**config.mk**
```make
export PLATFORM = sky130hd
export DESIGN_NAME = icache_fill_controller_flat
export DESIGN_NICKNAME = d
export VERILOG_FILES = /design/src/rtl/icache_pkg.sv /design/src/rtl/icache_fill_controller_if.sv /design/src/rtl/icache_flush_sequencer.sv /design/src/rtl/icache_fill_controller.sv /design/src/flat_wrapper.sv
export SDC_FILE = /design/constraint.sdc
export NUM_CORES = 1
export LEC_CHECK = 0
export CAP_MARGIN = 10
export CORE_ASPECT_RATIO = 1.4
export CORE_MARGIN = 4
export CORE_UTILIZATION = 30
export DETAILED_ROUTE_END_ITERATION = 8
export PLACE_DENSITY = 0.71
export SYNTH_ARGS = -nofsm -noshare
export SYNTH_HDL_FRONTEND = slang
export SYNTH_SLANG_ARGS = --single-unit
```
**constraint.sdc**
```tcl
create_clock -name clk -period 5.66 [get_ports clk]
set_input_delay 1.698 -clock clk [delete_from_list [all_inputs] [get_ports clk]]
set_output_delay 1.698 -clock clk [all_outputs]
set_load 0.01 [all_outputs]
```
**src/rtl/icache_pkg.sv**
```systemverilog
// Shared types, field widths and address-split helpers for the instruction cache fill controller.
// The perf-counter option is selected with the ICACHE_PERF_CNT_EN macro in icache_fill_controller.sv.
package icache_pkg;

    localparam int ADDR_W         = 32;
    localparam int DATA_W         = 32;
    localparam int NUM_LINES      = 32;
    localparam int WORDS_PER_LINE = 4;

    localparam int IDX_W = $clog2(NUM_LINES);
    localparam int OFF_W = $clog2(WORDS_PER_LINE);
    localparam int TAG_W = ADDR_W - IDX_W - OFF_W - 2;

    typedef logic [ADDR_W-1:0] addr_t;
    typedef logic [DATA_W-1:0] data_t;
    typedef logic [IDX_W-1:0]  idx_t;
    typedef logic [OFF_W-1:0]  off_t;
    typedef logic [TAG_W-1:0]  tag_t;

    typedef enum logic [2:0] {
        IDLE    = 3'd0,
        LOOKUP  = 3'd1,
        MEM_REQ = 3'd2,
        FILL    = 3'd3,
        RESP    = 3'd4,
        FLUSH   = 3'd5
    } icache_state_t;

    function automatic tag_t addr_tag(input addr_t addr);
        return addr[ADDR_W-1 -: TAG_W];
    endfunction

    function automatic idx_t addr_index(input addr_t addr);
        return addr[2+OFF_W +: IDX_W];
    endfunction

    function automatic off_t addr_offset(input addr_t addr);
        return addr[2 +: OFF_W];
    endfunction

    // Rebuilds the line base address: word offset and byte bits forced to zero.
    function automatic addr_t line_addr(input tag_t tag, input idx_t idx);
        return {tag, idx, {(OFF_W+2){1'b0}}};
    endfunction

endpackage

```
**src/rtl/icache_fill_controller_if.sv**
```systemverilog
// Fetch, cache-array and memory-port signals of the fill controller.
// master = controller side, slave = fetch unit / arrays / memory side.
interface icache_fill_controller_if;
    import icache_pkg::*;

    logic              fetch_req_valid;
    logic              fetch_req_ready;
    logic [ADDR_W-1:0] fetch_req_addr;
    logic              fetch_rsp_valid;
    logic [DATA_W-1:0] fetch_rsp_data;

    logic [IDX_W-1:0]  cache_lookup_index;
    logic [OFF_W-1:0]  cache_lookup_offset;
    logic [TAG_W-1:0]  cache_lookup_tag;
    logic              cache_hit;
    logic [DATA_W-1:0] cache_rd_data;
    logic              cache_wr_en;
    logic [IDX_W-1:0]  cache_wr_index;
    logic [OFF_W-1:0]  cache_wr_offset;
    logic [DATA_W-1:0] cache_wr_data;
    logic              cache_tag_wr_en;
    logic              cache_inv_en;
    logic [IDX_W-1:0]  cache_inv_index;

    logic              mem_req_valid;
    logic              mem_req_ready;
    logic [ADDR_W-1:0] mem_req_addr;
    logic              mem_rsp_valid;
    logic [DATA_W-1:0] mem_rsp_data;

    logic              flush;
    logic              busy;

    modport master (
        input  fetch_req_valid, fetch_req_addr,
        output fetch_req_ready, fetch_rsp_valid, fetch_rsp_data,
        output cache_lookup_index, cache_lookup_offset, cache_lookup_tag,
        input  cache_hit, cache_rd_data,
        output cache_wr_en, cache_wr_index, cache_wr_offset, cache_wr_data,
        output cache_tag_wr_en, cache_inv_en, cache_inv_index,
        output mem_req_valid, mem_req_addr,
        input  mem_req_ready, mem_rsp_valid, mem_rsp_data,
        input  flush,
        output busy
    );

    modport slave (
        output fetch_req_valid, fetch_req_addr,
        input  fetch_req_ready, fetch_rsp_valid, fetch_rsp_data,
        input  cache_lookup_index, cache_lookup_offset, cache_lookup_tag,
        output cache_hit, cache_rd_data,
        input  cache_wr_en, cache_wr_index, cache_wr_offset, cache_wr_data,
        input  cache_tag_wr_en, cache_inv_en, cache_inv_index,
        input  mem_req_valid, mem_req_addr,
        output mem_req_ready, mem_rsp_valid, mem_rsp_data,
        output flush,
        input  busy
    );

endinterface

```
**src/rtl/icache_flush_sequencer.sv**
```systemverilog
// Walks every cache line once, one per cycle, clearing its valid bit.
// done_o is high during the cycle that invalidates the last line.
module icache_flush_sequencer
    import icache_pkg::*;
(
    input  logic clk,
    input  logic reset,
    input  logic start_i,
    output logic inv_en_o,
    output idx_t inv_index_o,
    output logic done_o
);

    localparam idx_t LAST_IDX = idx_t'(NUM_LINES - 1);

    logic active_q;
    idx_t idx_q;

    // Sweep counter: armed by start_i, returns to index 0 after the last line.
    always_ff @(posedge clk or posedge reset) begin
        if (reset) begin
            active_q <= 1'b0;
            idx_q    <= '0;
        end else if (active_q) begin
            if (idx_q == LAST_IDX) begin
                active_q <= 1'b0;
                idx_q    <= '0;
            end else begin
                idx_q <= idx_q + idx_t'(1);
            end
        end else if (start_i) begin
            active_q <= 1'b1;
            idx_q    <= '0;
        end else begin
            active_q <= 1'b0;
            idx_q    <= idx_q;
        end
    end

    assign inv_en_o    = active_q;
    assign inv_index_o = idx_q;
    assign done_o      = active_q && (idx_q == LAST_IDX);

endmodule

```
**src/rtl/icache_fill_controller.sv**
```systemverilog
// Instruction cache controller: lookup, line fill on miss, and full invalidate sweep.
// Define ICACHE_PERF_CNT_EN to add the hit_count/miss_count output ports.
module icache_fill_controller
    import icache_pkg::*;
(
    input  logic clk,
    input  logic reset,
    icache_fill_controller_if.master bus
`ifdef ICACHE_PERF_CNT_EN
    ,
    output logic [31:0] hit_count,
    output logic [31:0] miss_count
`endif
);

    localparam off_t LAST_BEAT = off_t'(WORDS_PER_LINE - 1);

    icache_state_t state_q;
    addr_t         addr_q;
    off_t          beat_q;
    data_t         rsp_data_q;
    logic          rsp_valid_q;
    logic          mem_req_valid_q;
    logic          flush_pending_q;

    tag_t req_tag_s;
    idx_t req_idx_s;
    off_t req_off_s;
    logic fill_beat_s;
    logic flush_start_s;
    logic flush_done_s;
    logic inv_en_s;
    idx_t inv_index_s;

    assign req_tag_s     = addr_tag(addr_q);
    assign req_idx_s     = addr_index(addr_q);
    assign req_off_s     = addr_offset(addr_q);
    assign fill_beat_s   = (state_q == FILL) && bus.mem_rsp_valid;
    assign flush_start_s = (state_q == IDLE) && (flush_pending_q || bus.flush);

    // Main sequencer; a flush seen outside IDLE is parked until the current transaction ends.
    always_ff @(posedge clk or posedge reset) begin
        if (reset) begin
            state_q         <= IDLE;
            addr_q          <= '0;
            beat_q          <= '0;
            rsp_data_q      <= '0;
            rsp_valid_q     <= 1'b0;
            mem_req_valid_q <= 1'b0;
            flush_pending_q <= 1'b0;
        end else begin
            rsp_valid_q <= 1'b0;
            if (bus.flush && (state_q != IDLE)) begin
                flush_pending_q <= 1'b1;
            end
            case (state_q)
                IDLE: begin
                    if (flush_pending_q || bus.flush) begin
                        state_q <= FLUSH;
                    end else if (bus.fetch_req_valid) begin
                        addr_q  <= bus.fetch_req_addr;
                        state_q <= LOOKUP;
                    end
                end
                LOOKUP: begin
                    if (bus.cache_hit) begin
                        rsp_data_q  <= bus.cache_rd_data;
                        rsp_valid_q <= 1'b1;
                        state_q     <= RESP;
                    end else begin
                        mem_req_valid_q <= 1'b1;
                        state_q         <= MEM_REQ;
                    end
                end
                MEM_REQ: begin
                    if (bus.mem_req_ready) begin
                        mem_req_valid_q <= 1'b0;
                        beat_q          <= '0;
                        state_q         <= FILL;
                    end
                end
                FILL: begin
                    if (bus.mem_rsp_valid) begin
                        if (beat_q == req_off_s) begin
                            rsp_data_q <= bus.mem_rsp_data;
                        end
                        if (beat_q == LAST_BEAT) begin
                            beat_q      <= '0;
                            rsp_valid_q <= 1'b1;
                            state_q     <= RESP;
                        end else begin
                            beat_q <= beat_q + off_t'(1);
                        end
                    end
                end
                RESP: begin
                    state_q <= IDLE;
                end
                FLUSH: begin
                    if (flush_done_s) begin
                        flush_pending_q <= 1'b0;
                        state_q         <= IDLE;
                    end
                end
                default: begin
                    state_q <= IDLE;
                end
            endcase
        end
    end

    icache_flush_sequencer u_flush_seq (
        .clk         (clk),
        .reset       (reset),
        .start_i     (flush_start_s),
        .inv_en_o    (inv_en_s),
        .inv_index_o (inv_index_s),
        .done_o      (flush_done_s)
    );

    // Ready is held low while reset is asserted so every output reads zero.
    assign bus.fetch_req_ready     = !reset && (state_q == IDLE) && !flush_pending_q && !bus.flush;
    assign bus.fetch_rsp_valid     = rsp_valid_q;
    assign bus.fetch_rsp_data      = rsp_data_q;
    assign bus.cache_lookup_index  = req_idx_s;
    assign bus.cache_lookup_offset = req_off_s;
    assign bus.cache_lookup_tag    = req_tag_s;
    assign bus.cache_wr_en         = fill_beat_s;
    assign bus.cache_wr_index      = req_idx_s;
    assign bus.cache_wr_offset     = beat_q;
    assign bus.cache_wr_data       = fill_beat_s ? bus.mem_rsp_data : '0;
    assign bus.cache_tag_wr_en     = fill_beat_s && (beat_q == LAST_BEAT);
    assign bus.cache_inv_en        = inv_en_s;
    assign bus.cache_inv_index     = inv_index_s;
    assign bus.mem_req_valid       = mem_req_valid_q;
    assign bus.mem_req_addr        = line_addr(req_tag_s, req_idx_s);
    assign bus.busy                = (state_q != IDLE);

`ifdef ICACHE_PERF_CNT_EN
    logic [31:0] hit_count_q;
    logic [31:0] miss_count_q;

    // Lookup outcome counters, free-running with natural wrap.
    always_ff @(posedge clk or posedge reset) begin
        if (reset) begin
            hit_count_q  <= 32'd0;
            miss_count_q <= 32'd0;
        end else if (state_q == LOOKUP) begin
            if (bus.cache_hit) begin
                hit_count_q <= hit_count_q + 32'd1;
            end else begin
                miss_count_q <= miss_count_q + 32'd1;
            end
        end else begin
            hit_count_q  <= hit_count_q;
            miss_count_q <= miss_count_q;
        end
    end

    assign hit_count  = hit_count_q;
    assign miss_count = miss_count_q;
`endif

endmodule

```
**src/flat_wrapper.sv**
```systemverilog
// flat-port wrapper written by rule: the top's interface ports become plain ports
module icache_fill_controller_flat import icache_pkg::*;
  (clk, reset, bus_fetch_req_valid, bus_fetch_req_addr, bus_fetch_req_ready, bus_fetch_rsp_valid, bus_fetch_rsp_data, bus_cache_lookup_index, bus_cache_lookup_offset, bus_cache_lookup_tag, bus_cache_hit, bus_cache_rd_data, bus_cache_wr_en, bus_cache_wr_index, bus_cache_wr_offset, bus_cache_wr_data, bus_cache_tag_wr_en, bus_cache_inv_en, bus_cache_inv_index, bus_mem_req_valid, bus_mem_req_addr, bus_mem_req_ready, bus_mem_rsp_valid, bus_mem_rsp_data, bus_flush, bus_busy);
  icache_fill_controller_if bus_i ();
  input  logic clk;
  input  logic reset;
  input wire logic [$bits(bus_i.fetch_req_valid)-1:0] bus_fetch_req_valid;
  input wire logic [$bits(bus_i.fetch_req_addr)-1:0] bus_fetch_req_addr;
  output wire logic [$bits(bus_i.fetch_req_ready)-1:0] bus_fetch_req_ready;
  output wire logic [$bits(bus_i.fetch_rsp_valid)-1:0] bus_fetch_rsp_valid;
  output wire logic [$bits(bus_i.fetch_rsp_data)-1:0] bus_fetch_rsp_data;
  output wire logic [$bits(bus_i.cache_lookup_index)-1:0] bus_cache_lookup_index;
  output wire logic [$bits(bus_i.cache_lookup_offset)-1:0] bus_cache_lookup_offset;
  output wire logic [$bits(bus_i.cache_lookup_tag)-1:0] bus_cache_lookup_tag;
  input wire logic [$bits(bus_i.cache_hit)-1:0] bus_cache_hit;
  input wire logic [$bits(bus_i.cache_rd_data)-1:0] bus_cache_rd_data;
  output wire logic [$bits(bus_i.cache_wr_en)-1:0] bus_cache_wr_en;
  output wire logic [$bits(bus_i.cache_wr_index)-1:0] bus_cache_wr_index;
  output wire logic [$bits(bus_i.cache_wr_offset)-1:0] bus_cache_wr_offset;
  output wire logic [$bits(bus_i.cache_wr_data)-1:0] bus_cache_wr_data;
  output wire logic [$bits(bus_i.cache_tag_wr_en)-1:0] bus_cache_tag_wr_en;
  output wire logic [$bits(bus_i.cache_inv_en)-1:0] bus_cache_inv_en;
  output wire logic [$bits(bus_i.cache_inv_index)-1:0] bus_cache_inv_index;
  output wire logic [$bits(bus_i.mem_req_valid)-1:0] bus_mem_req_valid;
  output wire logic [$bits(bus_i.mem_req_addr)-1:0] bus_mem_req_addr;
  input wire logic [$bits(bus_i.mem_req_ready)-1:0] bus_mem_req_ready;
  input wire logic [$bits(bus_i.mem_rsp_valid)-1:0] bus_mem_rsp_valid;
  input wire logic [$bits(bus_i.mem_rsp_data)-1:0] bus_mem_rsp_data;
  input wire logic [$bits(bus_i.flush)-1:0] bus_flush;
  output wire logic [$bits(bus_i.busy)-1:0] bus_busy;
  assign bus_i.fetch_req_valid = bus_fetch_req_valid;
  assign bus_i.fetch_req_addr = bus_fetch_req_addr;
  assign bus_fetch_req_ready = bus_i.fetch_req_ready;
  assign bus_fetch_rsp_valid = bus_i.fetch_rsp_valid;
  assign bus_fetch_rsp_data = bus_i.fetch_rsp_data;
  assign bus_cache_lookup_index = bus_i.cache_lookup_index;
  assign bus_cache_lookup_offset = bus_i.cache_lookup_offset;
  assign bus_cache_lookup_tag = bus_i.cache_lookup_tag;
  assign bus_i.cache_hit = bus_cache_hit;
  assign bus_i.cache_rd_data = bus_cache_rd_data;
  assign bus_cache_wr_en = bus_i.cache_wr_en;
  assign bus_cache_wr_index = bus_i.cache_wr_index;
  assign bus_cache_wr_offset = bus_i.cache_wr_offset;
  assign bus_cache_wr_data = bus_i.cache_wr_data;
  assign bus_cache_tag_wr_en = bus_i.cache_tag_wr_en;
  assign bus_cache_inv_en = bus_i.cache_inv_en;
  assign bus_cache_inv_index = bus_i.cache_inv_index;
  assign bus_mem_req_valid = bus_i.mem_req_valid;
  assign bus_mem_req_addr = bus_i.mem_req_addr;
  assign bus_i.mem_req_ready = bus_mem_req_ready;
  assign bus_i.mem_rsp_valid = bus_mem_rsp_valid;
  assign bus_i.mem_rsp_data = bus_mem_rsp_data;
  assign bus_i.flush = bus_flush;
  assign bus_busy = bus_i.busy;
  icache_fill_controller u_core (.clk(clk), .reset(reset), .bus(bus_i));
endmodule
```
* After elaboration in Yosys (flattened, before gate mapping)
Cells that the tools add are included.
Widths: inputs -> output; s select.
** Word-level totals
- Bits in latches :: 0
- Memory bits (writable) :: 0
- Bits in read-only memories :: 0
- Bits of input ports :: 103
- Memories kept :: 0
- Word-level logic and storage cells :: 83
- Bits in registers :: 78
- Output and inout port bits :: 145
** Operators by class
- Equal/unequal tests :: 15
- Bitwise operators :: 1
- Multipliers :: 0
- Mux-type cells :: 33
- Reduce and logical (&&, ||, !) cells :: 23
- Order comparisons :: 0
- Div/mod/pow operators :: 0
- Add/subtract/negate cells :: 2
- Shift-type cells :: 0
** Operators with widths (number)
- $mux 32 :: 4
- $pmux 32 s2 :: 1
- $mux 3 :: 7
- $mux 5 :: 3
- $pmux 3 s5 :: 1
- $ne 2x2->1 const B :: 6
- $mux 1 :: 11
- $reduce_and 3->1 :: 3
- $logic_and 1x1->1 :: 8
- $reduce_bool 2->1 :: 4
- $eq 3x2->1 const B :: 2
- $mux 2 :: 3
- $add 5x1->5 const B :: 1
- $eq 5x5->1 const B :: 1
- $reduce_and 5->1 :: 1
- $pmux 1 s2 :: 2
- $pmux 2 s2 :: 1
- $reduce_and 4->1 :: 1
- $eq 3x1->1 const B :: 1
- $eq 3x3->1 const B :: 1
- $logic_not 1->1 :: 3
- $logic_not 3->1 :: 1
- $ne 3x2->1 const B :: 1
- $reduce_bool 3->1 :: 1
- 6 further kinds :: 6

* Depth between registers and ports, before layout
- Depth after elaboration :: 5
- Mapped depth :: 7
- Depth with buffers taken out :: 7

* By module
From an unflattened synthesis, not the netlist that was laid out.
** Unflattened totals
- Cells, all modules :: 368
- Area, all modules :: 4085.2 um2
** Modules (own cells, without submodules)
- icache_fill_controller :: area each 3757.4 um2, sequential area each 1751.7 um2, cells an instance 337, instances 1
- icache_flush_sequencer :: area each 327.8 um2, sequential area each 150.1 um2, cells an instance 31, instances 1

* Worst setup path after synthesis
Ideal clock, no wire load.
- Path kind :: in2out
- From :: input port bus_mem_rsp_valid
- To :: output port bus_cache_wr_data[0]
- Cell stages on the path :: 4
- Required time :: 3.962 ns
- Setup slack :: 1.458 ns
- Buffers on the path :: 1
- Data arrival time :: 2.504 ns
- Path through :: nand2_1 > nor2_1 > clkbuf_1 > and2_1
** Between the ends
- Longest elaborated chain between the ends :: 2
** RTL lines
- start: declaration :: line flat_wrapper.sv:27 : input wire logic [$bits(bus_i.mem_rsp_valid)-1:0] bus_mem_rsp_valid;
- $logic_and 1x1->1 :: line icache_fill_controller.sv:38 : assign fill_beat_s = (state_q == FILL) && bus.mem_rsp_valid;
- via bus_cache_wr_en :: line flat_wrapper.sv:17 : output wire logic [$bits(bus_i.cache_wr_en)-1:0] bus_cache_wr_en;
- $mux 32 :: line icache_fill_controller.sv:131 : assign bus.cache_wr_data = fill_beat_s ? bus.mem_rsp_data : '0;
- end: declaration :: line flat_wrapper.sv:20 : output wire logic [$bits(bus_i.cache_wr_data)-1:0] bus_cache_wr_data;
The timed path passes the listed nets, and every way through them passes these cells.

* Worst setup path in the final report
- From :: input port bus_mem_rsp_valid
- To :: output port bus_cache_wr_data[5]
** Between the ends
- Longest elaborated chain between the ends :: 2
** RTL lines (line)
- $logic_and 1x1->1 :: icache_fill_controller.sv:38
- $mux 32 :: icache_fill_controller.sv:131
Every way passes these cells.

==> summary.md <==
| Metric | Value |
|---|---|
| Number of setup buffers added after CTS | `0` |
| Worst skew pair latency | `0.33 ns` |
| GP Congestion | `0.806` |
| Yosys reg bits | `76` |
| Post-synthesis to final-layout area growth | `63.6%` |
| Sum of negative setup slack | `0 ns` |
| Final Setup Violations | `0` |
| Number of max-cap violations | `0` |
| Clock period minus worst slack | `5.30 ns` |
| Arrival time at the worst endpoint | `3.60 ns` |
| Unrepaired setup endpoints after global routing | `false` |
| Result of the run | `complete, no violations` |
| Final Non-Filler Cells | `793` |
| Average instance area after synthesis | `10.1 um^2` |
| Cell internal power dissipation | `2.03 mW` |
| Hold Crit Class | `flip-flop to flip-flop` |
| Number of buffers inserted by hold repair at cts | `0` |
| DR vias/cell | `4.76` |
| Cell Area, Synth | `4150 um^2` |
| Fraction of layout instances using a drive strength above 1 | `0.0966` |
| Initial antenna violation count | `0` |
| Count of endpoints failing hold in the final timing report | `0` |
| Total power density per cell area | `456 nW/um^2` |
| Clock power frac | `0.216` |
| Initial core utilization | `0.309` |
| Antenna violation net count after detailed routing | `0` |
| Wire length of the first global-routing pass | `21400 um` |
| Number of primary I/O pins | `248` |
| Placed Cells | `777` |
| Part of the power in combinational logic | `0.472` |
| Total die area | `15800 um^2` |
| Sequential power share | `0.312` |
| Share of synthesized area occupied by flip-flops and latches | `0.458` |
| Antenna diodes | `0` |
| Kind of end point of the critical path | `output pin` |
| CTS tree | `built` |
| DRC viols | `0` |
| Avg WL per Cell | `17.0 um` |
| Number of cell rows | `50` |
| Post-Syn Instances | `410` |
| IR drop worst, VDD | `0.221 mV` |
| Vias in the first global route | `4012` |
| Vert. Die Dim | `147 um` |
| 1st-pass router iterations | `4` |
| Final HPWL DP | `10200 um` |
| Final worst slack | `0.363 ns` |
| Placement-stage worst setup slack | `0.352 ns` |
| Total track usage | `0.170` |
| Number of DRC markers in iteration 0 | `107` |
| Overall via count from detail_route | `3777` |
| Library cells used by synthesis | `36` |
| Final worst clock skew | `0.0113 ns` |
| Maximum fanout along the worst path | `33` |
| Leakage power | `2.85 nW` |
| TritonCTS buffer count | `9` |
| Final Cycle Share | `0.936` |
| Number of buffers on the longest clock path | `2` |
| Net total in the final layout | `712` |
| Kind of critical path | `input pin to output pin` |
| IO buf count | `241` |
| Post_cts resized | `0` |
| H-Tree Depth | `3` |
| Achievable frequency | `0.189 GHz` |
| Actual slew at the worst max-slew pin | `1.15 ns` |
| Net switching power figure | `1.06 mW` |
| Number of slew-limit violations in the final report | `0` |
| Pin count of the biggest net entering global routing | `65` |
| Width of the die | `107 um` |
| Kind of start point of the critical path | `input pin` |
| Endpoint required time on the critical path | `3.96 ns` |
| Grt ovf | `0` |
| Final wirelength | `13500 um` |
| Clock transition at the registers of the reported paths | `0.06 ns` |
| Synthesis Warnings | `0` |
| Root cell of the clock tree | `sky130_fd_sc_hd__clkbuf_16` |
| Area of the core region | `13500 um^2` |
| Slew HR | `0.232` |
| Switching share of power | `0.344` |
| Sink Count | `76` |
[power by group through the flow]
stage / Clock [mW] / Combinational (mW) / Sequential [mW]
finish: 0.670 / 1.46 / 0.966
global route: 0.715 / 1.58 / 1.00
CTS: 0.690 / 1.49 / 0.966
detailed placement: 0 / 1.48 / 0.973
global placement: 0 / 1.45 / 0.960
floorplan: 0 / 0.709 / 1.01
[metal layers]
metal	vias up	track usage	wire length [um]
li1	1780	-	-
met1	1845	0.187	5000
met2	133	0.311	7350
met3	19	0.0369	820
met4	0	0.0676	318
met5	-	0	0
[flip-flops by register name (all words and copies together) (netlist names)]
register / flops
u_core.bus.mem_req_valid: 1
u_core.state_q: 3
u_core.u_flush_seq.inv_en_o: 1
u_core.u_flush_seq.inv_index_o: 5
u_core.addr_q: 30
u_core.flush_pending_q: 1
u_core.bus.fetch_rsp_valid: 1
u_core.bus.cache_wr_offset: 2
u_core.bus.fetch_rsp_data: 32
[worst max-delay path, stage by stage]
cell	delay, ns
sky130_fd_sc_hd__clkdlybuf4s50_1	0.59
sky130_fd_sc_hd__nand2_1	0.17
sky130_fd_sc_hd__nor2_1	0.23
sky130_fd_sc_hd__buf_12	0.19
sky130_fd_sc_hd__and2_1	0.13
sky130_fd_sc_hd__clkdlybuf4s50_1	0.58
[Yosys cell counts]
cell                       instances  area, um^2
sky130_fd_sc_hd__nand2_1          74         278
sky130_fd_sc_hd__mux2_1            1        11.3
sky130_fd_sc_hd__xor2_1            3        26.3
sky130_fd_sc_hd__conb_1            1        3.75
sky130_fd_sc_hd__buf_2            10        50.1
sky130_fd_sc_hd__o21ai_2           1        8.76
sky130_fd_sc_hd__nor4_4            1        21.3
sky130_fd_sc_hd__inv_1             6        22.5
sky130_fd_sc_hd__o31ai_1           1        7.51
sky130_fd_sc_hd__nor2_2            1        6.26
sky130_fd_sc_hd__a21oi_1          38         190
sky130_fd_sc_hd__and2b_1           1        7.51
sky130_fd_sc_hd__nand4_1           1        6.26
sky130_fd_sc_hd__nand2b_1          4        25.0
sky130_fd_sc_hd__dfrtp_1          76        1900
sky130_fd_sc_hd__nand3_1           3        15.0
sky130_fd_sc_hd__clkbuf_1         12        45.0
sky130_fd_sc_hd__buf_4            39         293
sky130_fd_sc_hd__nand3b_2          1        11.3
sky130_fd_sc_hd__mux2i_1           1        10.0
sky130_fd_sc_hd__ha_1              3        37.5
sky130_fd_sc_hd__and3_1            1        6.26
sky130_fd_sc_hd__a22o_1            6        52.6
sky130_fd_sc_hd__o21ai_0          10        50.1
sky130_fd_sc_hd__buf_6             3        33.8
sky130_fd_sc_hd__mux2_4           30         450
sky130_fd_sc_hd__nor2_1            6        22.5
sky130_fd_sc_hd__or2_2             1        6.26
sky130_fd_sc_hd__and2_1           32         200
sky130_fd_sc_hd__nor3_1            5        25.0
sky130_fd_sc_hd__o22ai_1           1        6.26
sky130_fd_sc_hd__nor2b_1           1        6.26
sky130_fd_sc_hd__o21a_1            1        7.51
sky130_fd_sc_hd__buf_1             1        3.75
sky130_fd_sc_hd__a21oi_4           1        16.3
sky130_fd_sc_hd__a41oi_1          33         289
[logic make-up after synthesis]
kind of cell | after synthesis | synth area share
simple gates | 132 | 0.153
compound gates | 92 | 0.151
flops | 76 | 0.458
buf+inv | 71 | 0.108
mux | 32 | 0.114
fa+ha+maj | 3 | 0.00904
xor+xnor | 3 | 0.00633
other cells | 1 | 0.000903
[cell usage in the layout, fill, tap and decap left out, types with 2 or more instances in the layout]
master | netlist | routed
sky130_fd_sc_hd__nand2b_1 | 4 | 4
sky130_fd_sc_hd__clkbuf_16 | 0 | 9
sky130_fd_sc_hd__bufinv_16 | 0 | 3
sky130_fd_sc_hd__nor3_1 | 5 | 5
sky130_fd_sc_hd__a22o_1 | 6 | 6
sky130_fd_sc_hd__dfrtp_1 | 76 | 76
sky130_fd_sc_hd__o21ai_0 | 10 | 10
sky130_fd_sc_hd__clkinv_4 | 0 | 2
sky130_fd_sc_hd__ha_1 | 3 | 3
sky130_fd_sc_hd__conb_1 | 1 | 4
sky130_fd_sc_hd__inv_1 | 6 | 5
sky130_fd_sc_hd__xor2_1 | 3 | 3
sky130_fd_sc_hd__a41oi_1 | 33 | 33
sky130_fd_sc_hd__clkdlybuf4s50_1 | 0 | 241
sky130_fd_sc_hd__mux2_4 | 30 | 30
sky130_fd_sc_hd__nand2_1 | 74 | 74
sky130_fd_sc_hd__nor2_1 | 6 | 6
sky130_fd_sc_hd__and2_1 | 32 | 32
sky130_fd_sc_hd__buf_4 | 39 | 5
sky130_fd_sc_hd__a21oi_1 | 38 | 38
sky130_fd_sc_hd__nand3_1 | 3 | 3
[path summary, 6_finish.rpt]
path	slack, ns	end	cells after the start	start
hold / removal	0.50	u_core.bus.mem_req_valid$_DFFE_PP0P_	2	u_core.bus.mem_req_valid$_DFFE_PP0P_
max in group asynchronous	2.86	u_core.bus.fetch_rsp_data[13]$_DFFE_PP0P_	3	reset
hold reg to reg	0.50	u_core.bus.mem_req_valid$_DFFE_PP0P_	2	u_core.bus.mem_req_valid$_DFFE_PP0P_
min in group asynchronous	1.86	u_core.u_flush_seq.inv_index_o[0]$_DFFE_PP0P_	2	reset
setup reg to reg	3.06	u_core.addr_q[10]$_DFFE_PP0P_	3	u_core.state_q[0]$_DFFE_PP0P_
setup / recovery	0.36	bus_cache_wr_data[5]	6	bus_mem_rsp_valid
[per-stage QoR]
step / utilization / hold WS [ns] / power, mW / instance area (um^2)
2_1_floorplan: - / 0.513 / 1.72 / 4170
3_3_place_gp: 0.479 / 0.486 / 2.41 / 6450
3_5_place_dp: 0.479 / 0.485 / 2.45 / 6450
4_1_cts: 0.505 / 0.502 / 3.14 / 6800
5_1_grt: 0.505 / 0.542 / 3.30 / 6800
6_report: 0.505 / 0.498 / 3.10 / 6800
[area by class of cell]
class / count / area [um^2]
clock buffers: 9 / 225
clock inverters: 7 / 124
fillers: 1267 / 6660
inverters: 6 / 23.8
multi-input cells: 266 / 1820
flip-flops and latches: 76 / 1900
well taps: 182 / 228
repair buffers: 247 / 2470
No activity file was read; power rests on OpenSTA's default activity.
